`src/rtl/i2c_pkg.sv`:
```
`default_nettype none
// ============================================================================
//  Package     : i2c_pkg
//  Description : Shared command/state encodings and frame constants for the
//                byte-level I2C/SCCB master engine.
//  Revision    : 1.0 - initial release
// ============================================================================
package i2c_pkg;

    // Commands issued by the register sequencer
    typedef enum logic [1:0] {
        CMD_START = 2'd0,
        CMD_WRITE = 2'd1,
        CMD_READ  = 2'd2,
        CMD_STOP  = 2'd3
    } i2c_cmd_t;

    // Engine states; WRITE and READ share the BIT state
    typedef enum logic [1:0] {
        ST_IDLE  = 2'd0,
        ST_START = 2'd1,
        ST_BIT   = 2'd2,
        ST_STOP  = 2'd3
    } i2c_state_t;

    // Eight data bits plus the acknowledge bit
    localparam int I2C_BITS     = 9;
    // Tick quarters per SCL period
    localparam int I2C_QUARTERS = 4;

endpackage : i2c_pkg
`default_nettype wire

```
`src/rtl/i2c_byte_master.sv`:
```
`default_nettype none
// ============================================================================
//  Module      : i2c_byte_master
//  Description : Byte-level I2C/SCCB master. Each command (START, WRITE,
//                READ, STOP) is accepted through a valid/ready handshake and
//                executed one tick quarter at a time, producing open-drain
//                SCL/SDA enables. Four ticks make one SCL bit period.
//  Revision    : 1.0 - initial release
// ============================================================================
module i2c_byte_master
    import i2c_pkg::*;
(
    input  logic       clk,
    input  logic       reset,
    input  logic       tick,
    input  logic       cmd_valid,
    output logic       cmd_ready,
    input  logic [1:0] cmd,
    input  logic [7:0] wr_data,
    input  logic       rd_nack,
    output logic       done,
    output logic       err,
    output logic       ack_out,
    output logic [7:0] rd_data,
    output logic       scl_oe,
    output logic       sda_oe,
    input  logic       sda_i
);

    localparam logic [1:0] c_last_q   = 2'(I2C_QUARTERS - 1);
    localparam logic [3:0] c_last_bit = 4'(I2C_BITS - 1);

    // ------------------------------------------------------------------------
    // State and datapath registers
    // ------------------------------------------------------------------------
    i2c_state_t r_state;
    i2c_state_t w_state_nxt;

    logic [1:0] r_q;
    logic [3:0] r_bit;
    i2c_cmd_t   r_cmd;
    logic [7:0] r_wr_data;
    logic       r_rd_nack;
    logic       r_bus_active;
    logic       r_cmd_ready;
    logic       r_scl_oe;
    logic       r_sda_oe;
    logic       r_done;
    logic       r_err;
    logic       r_ack_smp;
    logic       r_ack_out;
    logic [7:0] r_rd_shift;
    logic [7:0] r_rd_data;

    // Next values of the registered outputs and bus-side state
    logic       w_scl_nxt;
    logic       w_sda_nxt;
    logic       w_done_nxt;
    logic       w_err_nxt;
    logic       w_bus_nxt;
    logic       w_ack_smp_nxt;
    logic       w_ack_nxt;
    logic [7:0] w_shift_nxt;
    logic [7:0] w_rd_nxt;

    // ------------------------------------------------------------------------
    // Handshake and sequencing decodes
    // ------------------------------------------------------------------------
    i2c_cmd_t   w_cmd_in;
    logic       w_accept;
    logic       w_legal;
    logic       w_step;
    logic       w_last_bit;
    logic       w_finish;
    logic [2:0] w_bit_idx;
    logic       w_bit_drive;

    assign w_cmd_in   = i2c_cmd_t'(cmd);
    assign w_accept   = cmd_valid && (r_state == ST_IDLE);
    // Only START may open a transaction; everything else needs an owned bus
    assign w_legal    = (w_cmd_in == CMD_START) || r_bus_active;
    // Ticks only advance an executing command, so a tick in the acceptance
    // cycle (state still IDLE) is naturally ignored
    assign w_step     = tick && (r_state != ST_IDLE);
    assign w_last_bit = (r_bit == c_last_bit);
    assign w_finish   = w_step && (r_q == c_last_q) &&
                        ((r_state != ST_BIT) || w_last_bit);

    // MSB first: bit n carries wr_data[7-n], which is the inverted low index
    assign w_bit_idx  = ~r_bit[2:0];

    // SDA pull-down for the current bit: data on WRITE, master ACK on READ
    assign w_bit_drive = w_last_bit ? ((r_cmd == CMD_READ)  ? ~r_rd_nack : 1'b0)
                                    : ((r_cmd == CMD_WRITE) ? ~r_wr_data[w_bit_idx] : 1'b0);

    // State register
    always_ff @(posedge clk or posedge reset) begin
        if (reset) begin
            r_state <= ST_IDLE;
        end else begin
            r_state <= w_state_nxt;
        end
    end

    // Next-state selection: dispatch accepted legal commands, return on the last quarter
    always_comb begin
        w_state_nxt = r_state;
        case (r_state)
            ST_IDLE: begin
                if (w_accept && w_legal) begin
                    case (w_cmd_in)
                        CMD_START: w_state_nxt = ST_START;
                        CMD_STOP:  w_state_nxt = ST_STOP;
                        default:   w_state_nxt = ST_BIT;
                    endcase
                end
            end
            default: begin
                if (w_finish) begin
                    w_state_nxt = ST_IDLE;
                end
            end
        endcase
    end

    // Output decode: per-quarter bus actions and completion flags
    always_comb begin
        w_scl_nxt     = r_scl_oe;
        w_sda_nxt     = r_sda_oe;
        w_done_nxt    = 1'b0;
        w_err_nxt     = 1'b0;
        w_bus_nxt     = r_bus_active;
        w_ack_smp_nxt = r_ack_smp;
        w_ack_nxt     = r_ack_out;
        w_shift_nxt   = r_rd_shift;
        w_rd_nxt      = r_rd_data;

        case (r_state)
            ST_IDLE: begin
                // Illegal commands finish immediately without touching the bus
                if (w_accept && !w_legal) begin
                    w_done_nxt = 1'b1;
                    w_err_nxt  = 1'b1;
                end
            end

            ST_START: begin
                if (tick) begin
                    case (r_q)
                        2'd0: w_sda_nxt = 1'b0;
                        2'd1: w_scl_nxt = 1'b0;
                        2'd2: w_sda_nxt = 1'b1;
                        2'd3: begin
                            w_scl_nxt  = 1'b1;
                            w_bus_nxt  = 1'b1;
                            w_done_nxt = 1'b1;
                        end
                        default: ;
                    endcase
                end
            end

            ST_BIT: begin
                if (tick) begin
                    case (r_q)
                        2'd0: w_sda_nxt = w_bit_drive;
                        2'd1: w_scl_nxt = 1'b0;
                        2'd2: begin
                            // Sample while SCL is high
                            if (w_last_bit) begin
                                if (r_cmd == CMD_WRITE) begin
                                    w_ack_smp_nxt = sda_i;
                                end
                            end else if (r_cmd == CMD_READ) begin
                                w_shift_nxt = {r_rd_shift[6:0], sda_i};
                            end
                        end
                        2'd3: begin
                            w_scl_nxt = 1'b1;
                            if (w_last_bit) begin
                                w_done_nxt = 1'b1;
                                // Results become visible together with done
                                if (r_cmd == CMD_WRITE) begin
                                    w_ack_nxt = r_ack_smp;
                                end else begin
                                    w_rd_nxt = r_rd_shift;
                                end
                            end
                        end
                        default: ;
                    endcase
                end
            end

            ST_STOP: begin
                if (tick) begin
                    case (r_q)
                        2'd0: w_sda_nxt = 1'b1;
                        2'd1: w_scl_nxt = 1'b0;
                        2'd2: w_sda_nxt = 1'b0;
                        2'd3: begin
                            w_bus_nxt  = 1'b0;
                            w_done_nxt = 1'b1;
                        end
                        default: ;
                    endcase
                end
            end

            default: ;
        endcase
    end

    // Datapath registers: command latch, counters and registered outputs
    always_ff @(posedge clk or posedge reset) begin
        if (reset) begin
            r_q          <= 2'd0;
            r_bit        <= 4'd0;
            r_cmd        <= CMD_START;
            r_wr_data    <= 8'h00;
            r_rd_nack    <= 1'b0;
            r_bus_active <= 1'b0;
            r_cmd_ready  <= 1'b1;
            r_scl_oe     <= 1'b0;
            r_sda_oe     <= 1'b0;
            r_done       <= 1'b0;
            r_err        <= 1'b0;
            r_ack_smp    <= 1'b1;
            r_ack_out    <= 1'b1;
            r_rd_shift   <= 8'h00;
            r_rd_data    <= 8'h00;
        end else begin
            r_scl_oe     <= w_scl_nxt;
            r_sda_oe     <= w_sda_nxt;
            r_done       <= w_done_nxt;
            r_err        <= w_err_nxt;
            r_bus_active <= w_bus_nxt;
            r_ack_smp    <= w_ack_smp_nxt;
            r_ack_out    <= w_ack_nxt;
            r_rd_shift   <= w_shift_nxt;
            r_rd_data    <= w_rd_nxt;
            r_cmd_ready  <= (w_state_nxt == ST_IDLE);

            if (w_accept) begin
                r_cmd     <= w_cmd_in;
                r_wr_data <= wr_data;
                r_rd_nack <= rd_nack;
                r_q       <= 2'd0;
                r_bit     <= 4'd0;
            end else if (w_step) begin
                r_q <= r_q + 2'd1;
                if ((r_state == ST_BIT) && (r_q == c_last_q)) begin
                    r_bit <= r_bit + 4'd1;
                end
            end
        end
    end

    assign cmd_ready = r_cmd_ready;
    assign done      = r_done;
    assign err       = r_err;
    assign ack_out   = r_ack_out;
    assign rd_data   = r_rd_data;
    assign scl_oe    = r_scl_oe;
    assign sda_oe    = r_sda_oe;

endmodule : i2c_byte_master
`default_nettype wire

```
`config.mk`:
```
export PLATFORM = sky130hd
export DESIGN_NAME = i2c_byte_master
export DESIGN_NICKNAME = d
export VERILOG_FILES = /design/src/rtl/i2c_pkg.sv /design/src/rtl/i2c_byte_master.sv
export SDC_FILE = /design/constraint.sdc
export NUM_CORES = 1
export LEC_CHECK = 0
export BUFFER_PORTS_ARGS = -buffer_cell sky130_fd_sc_hd__clkbuf_2
export CORE_MARGIN = 2
export CORE_UTILIZATION = 50
export CTS_BUF_LIST = sky130_fd_sc_hd__clkbuf_8
export CTS_CLUSTER_SIZE = 40
export DETAILED_ROUTE_END_ITERATION = 8
export GPL_ROUTABILITY_DRIVEN = 0
export GPL_TIMING_DRIVEN = 1
export HOLD_SLACK_MARGIN = 0.1
export PLACE_DENSITY = 0.69
export SYNTH_ARGS = -nofsm -noshare
export SYNTH_HDL_FRONTEND = slang
export SYNTH_SLANG_ARGS = --single-unit
export TNS_END_PERCENT = 100
```
`constraint.sdc`:
```
create_clock -name clk -period 3.5 [get_ports clk]
set_clock_uncertainty 0.2 [all_clocks]
set_input_delay 0.175 -clock clk [delete_from_list [all_inputs] [get_ports clk]]
set_output_delay 0.175 -clock clk [all_outputs]
set_load 0.02 [all_outputs]
```
==> reports/summary.txt <==
Type of the worst min-delay path -> reg -> reg
CTS HTree Levels -> 2
Int Power -> 1.07 mW
Worst IR Drop VDD -> 0.282 mV
Most common cell in the netlist -> dfrtp_1
Fill cell count -> 323
Final worst-path cycle share -> 63.1%
Fin. max-slew vios -> 0
Max-Cap Viols -> 0
Cell accounting for the most synthesized area -> dfrtp_1
Yosys reg bits -> 43
Die Y -> 69.4 um
Rel. slew slack -> 62.8%
Post-Syn Nets -> 201
Critical Path Sink Type -> register
Switching share of total power -> 33.0%
Total Neg Setup Slack -> 0 ns
Fraction of registers with async set/reset -> 100%
PwrDens -> 620 nW/um^2
Starting Density -> 52.6%
Drt wl/cell -> 14.9 um
Largest net degree at the start of global routing -> 44
Die Wd -> 69.4 um
Sequential standard cell area -> 1080 um^2
Reg2reg path depth -> 5
Residual DRC count -> 0
Clk pwr share -> 24.0%
Syn Area/Cell -> 12.4 um^2
Post-layout nets -> 247
Leakage power -> 1.23 nW
Placed Cells -> 246
Number of flops mapped to enable cells by yosys -> 0
Initial DRC count -> 65
Comb pwr share -> 31.6%
Share of the synthesized area in the top cell type -> 46.9%
Final Hold Fails -> 0
Crit path cell chain -> inv_1, ha_1, nand3_1, nor3_4, mux2_2
# setup viols final -> 0
Post-CTS Setup Bufs -> 0
Final worst slack -> 1.29 ns
Post-route ant nets -> 0
CTS Root Cell -> clkbuf_8
Fraction of layout instances using a drive strength above 1 -> 33.8%
WP data required -> 3.48 ns
Vias -> 1447
CP arrival -> 2.19 ns
Site Rows -> 23
Number of port buffers -> 29
Worst Setup Start Kind -> register
Fmax -> 0.453 GHz
DRT Pass-1 Iters -> 4
Clock transition at path regs -> 0.08 ns
Layout area overhead -> 20.4%
Clock latency on the worst-skew pair -> 0.29 ns
Mapped cell area -> 2140 um^2
Hold Path Depth -> 1
Critical-path maximum fanout -> 9
Layout Cells excl Fill -> 269
WS Path Type -> reg -> reg
Placed cell area -> 2310 um^2
Reg power frac -> 44.3%
Run status -> finished clean
Total GRT Usage -> 18.3%
Synth cell count leaders -> dfrtp_1 (40), mux2_2 (20), ha_1 (13), nand2_1 (13), inv_1 (10)
CTS Buf Count -> 5
Biggest cell delay along the critical path -> 0.45 ns
Register area share after synthesis -> 50.6%
Setup WS pre-CTS -> 1.34 ns
Post-Syn Instances -> 172
Minimum clock period -> 2.21 ns
Final instance area -> 2570 um^2
First-pass GRT wire length -> 7000 um
Ant diodes -> 0
Yosys cell types -> 35
Largest cells by area after synthesis -> dfrtp_1 (47%), mux2_2 (11%), ha_1 (7.6%)
Initial antenna violation count -> 0
Multi-input gate area -> 977 um^2
TritonCTS clock tree -> done
Vias per cell -> 5.38
Switching pwr -> 0.527 mW
Slowest cell on crit path -> dfrtp_1
IO Pins -> 30
Vias in the first global route -> 1483
Die ar. -> 4810 um^2
Core Region -> 4060 um^2
DP HPWL -> 2890 um
Worst-margin pin slew -> 0.557 ns
Grt total ovfl -> 0
Ys flop type -> dfrtp_1
YS warnings -> 0
CTS Buffer Depth -> 2
Total Routed Length -> 4010 um
RSZ-0062 raised after global routing -> no
Clock sink total -> 43
Power Total -> 1.59 mW
-- power groups by stage --
stage / clock (mW) / sequential [mW] / combinational [mW]
6_report: 0.383 / 0.707 / 0.504
3_5_place_dp: 0 / 0.715 / 0.487
4_1_cts: 0.398 / 0.706 / 0.504
3_3_place_gp: 0 / 0.704 / 0.475
5_1_grt: 0.424 / 0.723 / 0.566
2_1_floorplan: 0 / 0.712 / 0.367
-- cells by family (layout without fill, tap and decap cells) --
| family | Yosys count | after routing | share of synthesized area, % |
|---|---|---|---|
| flip-flops | 43 | 43 | 50.6 |
| AND/OR/NAND/NOR | 42 | 42 | 10.8 |
| multiplexers | 32 | 32 | 19.4 |
| AO/OA/AOI/OAI | 23 | 23 | 6.68 |
| buffers and inverters | 16 | 63 | 3.69 |
| adder cells (fa/ha/maj) | 13 | 13 | 7.62 |
| XOR/XNOR | 3 | 3 | 1.23 |
-- flip-flops by register name, summed over array words and instances (netlist names), 2 cells and up --
name	cells
r_rd_shift	8
r_state	2
r_cmd	2
r_q	2
rd_data	8
r_wr_data	8
r_bit	4
-- layout make-up --
cell class / instances / share of cell area [%]
Clock inverter: 3 / 1.70
Inverter: 10 / 1.46
Timing Repair Buffer: 45 / 11.8
Sequential cell: 43 / 42.0
Multi-Input combinational cell: 113 / 38.0
Tap cell: 50 / 2.43
Clock buffer: 5 / 2.68
-- what timing repair did --
action | CTS | global route
hold buffers | 15 | 0
gates resized for setup | 0 | 0
endpoints found under the setup margin | 0 | 0
endpoints found under the hold margin | 61 | 0
-- layout by cell type, fill, tap and decap left out, drive strengths merged, types with 3 or more instances in the layout --
master	instances
a21oi	8
a31oi	4
clkbuf	34
dfrtp	40
dfstp	3
dlygate4sd3	15
ha	13
inv	10
mux2	28
nand2	13
nand2b	4
nand3	3
nor2	10
nor3	5
o21ai	5
-- path summary, 6_finish.rpt --
| check | slack (ns) | start | to |
|---|---|---|---|
| setup / recovery | 1.29 | r_state[0]$_DFF_PP0_ | r_rd_shift[2]$_DFFE_PP0P_ |
| hold / removal | 0.31 | r_bus_active$_DFFE_PP0P_ | err$_DFF_PP0_ |
| setup reg to reg | 1.29 | r_state[0]$_DFF_PP0_ | r_rd_shift[2]$_DFFE_PP0P_ |
| hold reg to reg | 0.31 | r_bus_active$_DFFE_PP0P_ | err$_DFF_PP0_ |
| max in group asynchronous | 2.39 | reset | r_ack_smp$_DFFE_PP1P_ |
| min in group asynchronous | 0.34 | reset | r_wr_data[6]$_DFFE_PP0P_ |
-- metal layers --
| metal | vias up | track usage [%] | part of all wire [%] |
|---|---|---|---|
| li1 | 699 | - | - |
| met5 | - | 0 | 0 |
| met1 | 699 | 23.8 | 45 |
| met4 | 0 | 5.45 | 1.5 |
| met3 | 9 | 5.23 | 4.0 |
| met2 | 40 | 29.7 | 49 |
-- per-stage QoR --
step,utilization [%],hold slack (ns)
floorplan,-,0.0574
global placement,56.9,0.106
detailed placement,56.9,0.124
CTS,63.4,0.310
global route,63.4,0.333
finish,63.4,0.305
-- critical path: cells and delay by family (launching register included) --
family	cells	cell delay [ns]
and+or+nand+nor	2	0.54
DFF	1	0.45
muxes	1	0.39
adders and majority gates	1	0.33
buffers and inverters	1	0.17
Note: power is estimated with default switching activity, not from simulation.
